<file path="config.mk">
export PLATFORM = sky130hd
export DESIGN_NAME = div_sequencer
export DESIGN_NICKNAME = d
export VERILOG_FILES = /design/src/rtl/div_sequencer.sv
export SDC_FILE = /design/constraint.sdc
export NUM_CORES = 1
export LEC_CHECK = 0
export ABC_AREA = 0
export ABC_CLOCK_PERIOD_IN_PS = 3500
export CAP_MARGIN = 25
export CORE_AREA = 2 2 154 156
export DETAILED_ROUTE_END_ITERATION = 12
export DIE_AREA = 0 0 156 158
export GPL_ROUTABILITY_DRIVEN = 1
export MAX_ROUTING_LAYER = met4
export PLACE_DENSITY = 0.75
export SLEW_MARGIN = 20
export SYNTH_ARGS = -nofsm -noshare
export SYNTH_HDL_FRONTEND = slang
export SYNTH_SLANG_ARGS = --single-unit
</file>
<file path="constraint.sdc">
create_clock -name clk -period 3.5 [get_ports clk]
set_input_delay 0.7 -clock clk [delete_from_list [all_inputs] [get_ports clk]]
set_output_delay 0.7 -clock clk [all_outputs]
set_load 0.01 [all_outputs]
</file>
<file path="src/rtl/div_sequencer.sv">
// Multi-cycle DIV/DIVU/REM/REMU sequencer: radix-2 restoring divide.
// Optional DIV_EARLY_EXIT_EN: divide-by-zero/overflow finish in one cycle.
module div_sequencer (
  input  logic        clk,
  input  logic        rst,
  input  logic        start,
  input  logic [1:0]  op,
  input  logic [31:0] A,
  input  logic [31:0] B,
  input  logic        flush,
  output logic        busy,
  output logic        done,
  output logic [31:0] result
);

  localparam logic [1:0] S_IDLE = 2'd0;
  localparam logic [1:0] S_CALC = 2'd1;
  localparam logic [1:0] S_FIX  = 2'd2;
  localparam logic [1:0] S_DONE = 2'd3;

  logic [1:0]  state;
  logic [1:0]  op_q;
  logic [31:0] dvd;
  logic [31:0] dsr;
  logic [31:0] rem;
  logic [31:0] quo;
  logic [31:0] a_q;
  logic [4:0]  cnt;
  logic        qneg;
  logic        rneg;
  logic        bz;

  logic        sgn;
  logic [31:0] a_abs;
  logic [31:0] b_abs;
  logic [32:0] trial;
  logic [31:0] q_fix;
  logic [31:0] r_fix;
  logic [31:0] fix_val;

  assign busy = (state != S_IDLE);
  assign done = (state == S_DONE);

  // operand conditioning and the per-bit trial subtraction
  always_comb begin
    sgn   = ~op[0];
    a_abs = (sgn && A[31]) ? (~A + 32'd1) : A;
    b_abs = (sgn && B[31]) ? (~B + 32'd1) : B;
    trial = {rem, dvd[31]} - {1'b0, dsr};
  end

  // sign fix-up; zero divisor forces the architectural results
  always_comb begin
    q_fix = (qneg && op_q == 2'd0) ? (~quo + 32'd1) : quo;
    r_fix = (rneg && op_q == 2'd2) ? (~rem + 32'd1) : rem;
    if (bz) begin
      q_fix = 32'hFFFF_FFFF;
      r_fix = a_q;
    end
    fix_val = op_q[1] ? r_fix : q_fix;
  end

`ifdef DIV_EARLY_EXIT_EN
  logic        ovf_in;
  logic        bz_in;
  logic [31:0] early_val;

  // special cases resolvable at issue time
  always_comb begin
    bz_in  = (B == 32'd0);
    ovf_in = sgn && (A == 32'h8000_0000) && (B == 32'hFFFF_FFFF);
    if (bz_in)
      early_val = op[1] ? A : 32'hFFFF_FFFF;
    else
      early_val = op[1] ? 32'd0 : 32'h8000_0000;
  end
`endif

  // control FSM and datapath registers
  always_ff @(posedge clk) begin
    if (rst) begin
      state  <= S_IDLE;
      op_q   <= 2'd0;
      dvd    <= 32'd0;
      dsr    <= 32'd0;
      rem    <= 32'd0;
      quo    <= 32'd0;
      a_q    <= 32'd0;
      cnt    <= 5'd0;
      qneg   <= 1'b0;
      rneg   <= 1'b0;
      bz     <= 1'b0;
      result <= 32'd0;
    end else begin
      unique case (state)
        S_IDLE: begin
          if (start && !flush) begin
            op_q  <= op;
            dvd   <= a_abs;
            dsr   <= b_abs;
            a_q   <= A;
            rem   <= 32'd0;
            quo   <= 32'd0;
            cnt   <= 5'd31;
            qneg  <= sgn & (A[31] ^ B[31]);
            rneg  <= sgn & A[31];
            bz    <= (B == 32'd0);
`ifdef DIV_EARLY_EXIT_EN
            if (bz_in || ovf_in) begin
              result <= early_val;
              state  <= S_DONE;
            end else begin
              state  <= S_CALC;
            end
`else
            state <= S_CALC;
`endif
          end
        end
        S_CALC: begin
          if (flush) begin
            state <= S_IDLE;
          end else begin
            if (!trial[32]) begin
              rem <= trial[31:0];
              quo <= {quo[30:0], 1'b1};
            end else begin
              rem <= {rem[30:0], dvd[31]};
              quo <= {quo[30:0], 1'b0};
            end
            dvd <= {dvd[30:0], 1'b0};
            cnt <= cnt - 5'd1;
            if (cnt == 5'd0)
              state <= S_FIX;
          end
        end
        S_FIX: begin
          if (flush) begin
            state <= S_IDLE;
          end else begin
            result <= fix_val;
            state  <= S_DONE;
          end
        end
        S_DONE: begin
          state <= S_IDLE;
        end
        default: state <= S_IDLE;
      endcase
    end
  end

endmodule

</file>
==> qor.csv <==
metric,value,unit
antenna_found_initial,0,
vias,11999,
fin_util,0.641,
post-dp-hpwl,26400,um
antenna_left,0,
grt_pass1_vias,10575,
worst_pin_slew,1.03,ns
grt_max_degree,101,
slowest_delay,0.45,ns
ios,104,
cp.required,3.86,ns
synth_nets,1730,
tns,0,ns
synth_top_cell_area_share,0.330,
top_layer_used,met4,
path_cells,inv_1 > fa_1 > nand2b_1 > a21oi_2 > o21ai_0 > a31oi_1 > buf_4 > o211ai_2 > a31oi_4 > xnor2_4 > buf_12 > mux2i_1 > o21ai_1,
htreeDepth,1,
peakVddDrop,0.000364,V
yosys_warnings,0,
hold_path_class,reg -> reg,
cts-root-buf,clkbuf_16,
wl_met2,15900,um
fin_skew,0.0157,ns
cp_top_family,compound AO/OA/AOI/OAI gates,
nFillCells,2046,
syn_inst,1621,
yosys.area.top_type,dfxtp_1,
cp.arrival,3.69,ns
fin_nets,1818,
drt-met1-wl,17000,um
ctsHoldBuffers,0,
synth_seq_cells,204,
synthTopCellsByArea,"dfxtp_1 33%, a21oi_1 7.2%, nand2_1 5.8%",
hold_violations,0,
slew_violations,0,
final_cell_mix,"204 x dfxtp_1, 192 x nand2_1, 184 x nor2_1",
insertedDiodeCount,0,
fmax,300,MHz
rsz0062_at_grt,false,
fp.dieW,156,um
drc,0,
cts_sinks,204,
worst-path-buf-inv,3,
fin_crit,3.33,ns
overflow,0,
power,0.00600,W
finalSetupViolations,0,
clockBufferDepth,3,
synthArstFlopShare,0,
die_y,158,um
regToRegSetupSlack,0.17,ns
path_max_fanout,25,
wl_met3,2390,um
yosys.cell_types.count,71,
crit_type,reg -> reg,
track_usage,0.294,
place_congestion,0.916,
portBuffers,103,
viasPerCell,5.96,
final_common_cell,dfxtp_1,
ys_dominant_reg_cell,dfxtp_1,
clock_latency,0.52,ns
wl_per_cell,17.8,um
die_area,24600,um^2
layout-drive-gt1-share,0.0737,
final_cells,2014,
outcome,finished clean,
syn-cell-area,12400,um^2
start_util,0.538,
placed_cells,1973,
syn_area_per_cell,7.64,um^2
first_pass_iters,6,
drt_iter0_markers,1133,
cts.reportedPaths.clkPinSlew,0.06,ns
cts_buffers,23,
yosysSeqAreaShare,0.330,
register_area,4080,um^2
areaGrowthSynthToFinish,19.2,%
cts_tree,built,
wl,35900,um
fin_crit_sh,0.952,
maxSlewHeadroom,0.311,
drv_cap,0,
grt_pass1_wl,56900,um
synth-edff-count,0,
end_kind,flip-flop,
p_leak,5.60,nW
cp-start-kind,flip-flop,
row_count,56,
core_area,23100,um^2
multiInputGateArea,7680,um^2
cp_slowest_cell,dfxtp_1,
pwr_density_cell,406,nW/um^2
## layer usage
| metal | track usage | vias to the layer above |
|---|---|---|
| li1 | - | 5957 |
| met4 | 0.0581 | 0 |
| met1 | 0.424 | 5567 |
| met5 | - | - |
| met2 | 0.448 | 435 |
| met3 | 0.0331 | 40 |
## cells in the mapped netlist (10+ instances only)
master and n:
or3_1 12, clkbuf_1 95, o21ai_1 25, ha_1 38
a21oi_1 178, mux2i_1 26, a31oi_1 16, a22oi_1 34
a21o_1 16, o41ai_1 13, xor2_1 70, a311oi_1 13
o211ai_1 12, nor3_1 27, nand3_1 16, a22o_1 14
nor2_1 188, o221ai_1 15, nand2_1 192, o21ai_0 76
nand2b_1 13, o31ai_1 16, nor4_1 14, inv_1 64
dfxtp_1 204, xnor2_1 64, and3_1 10, a211oi_1 47
## flip-flops by register name, summed over array words and instances, names as in the netlist
signal,cells
cnt,5
qneg,1
a_q,32
quo,32
dvd,32
rem,32
result,32
op_q,2
bz,1
rneg,1
state,2
dsr,32
## kinds of logic (layout without fill, tap and decap cells)
| family | after synthesis | in the layout | synth area share |
|---|---|---|---|
| fa+ha+maj | 39 | 39 | 0.0400 |
| compound gates | 509 | 509 | 0.261 |
| simple gates | 538 | 538 | 0.197 |
| flops | 204 | 204 | 0.330 |
| mux | 27 | 27 | 0.0219 |
| buf+inv | 169 | 272 | 0.0536 |
| xor+xnor | 135 | 135 | 0.0969 |
## worst min-delay path, stage by stage (launching register included)
cell and delay [ns]:
dfxtp_1 0.30, nand2_1 0.05, nand2_1 0.04
## what timing repair did
action                                  4_1_cts  5_1_grt
buffers inserted                              0        1
endpoints found under the setup margin        0       20
resized for setup                             0        3
## report_power, final
group | switching (W) | leakage [nW] | total, W | internal [W]
combinational | 0.000529 | 3.53 | 0.000897 | 0.000368
sequential | 0.0000534 | 1.66 | 0.00246 | 0.00240
clock | 0.000976 | 0.407 | 0.00264 | 0.00167
## path summary, 6_finish.rpt
kind / cells after the start / to / start
setup / recovery: 13 / rem[3] / rem[0]
hold / removal: 2 / result[14] / result[14]
setup reg to reg: 13 / rem[3] / rem[0]
hold reg to reg: 2 / result[14] / result[14]
## stage by stage
stage,setup WS (ns),hold WS [ns],cell area [um^2]
floorplan,0.611,0.432,12400
global placement,0.0451,0.429,13900
detailed placement,-0.121,0.429,13900
CTS,0.0968,0.437,14700
global route,0.00586,0.456,14800
finish,0.168,0.434,14800
## final cells by class
cell class                      count  area share
Inverter                           64      0.0163
Multi-Input combinational cell   1248       0.520
Sequential cell                   204       0.277
Tap cell                          290      0.0246
Clock buffer                       35      0.0475
Timing Repair Buffer              168       0.106
Clock inverter                      5     0.00873
Note: power is estimated with default switching activity, not from simulation.
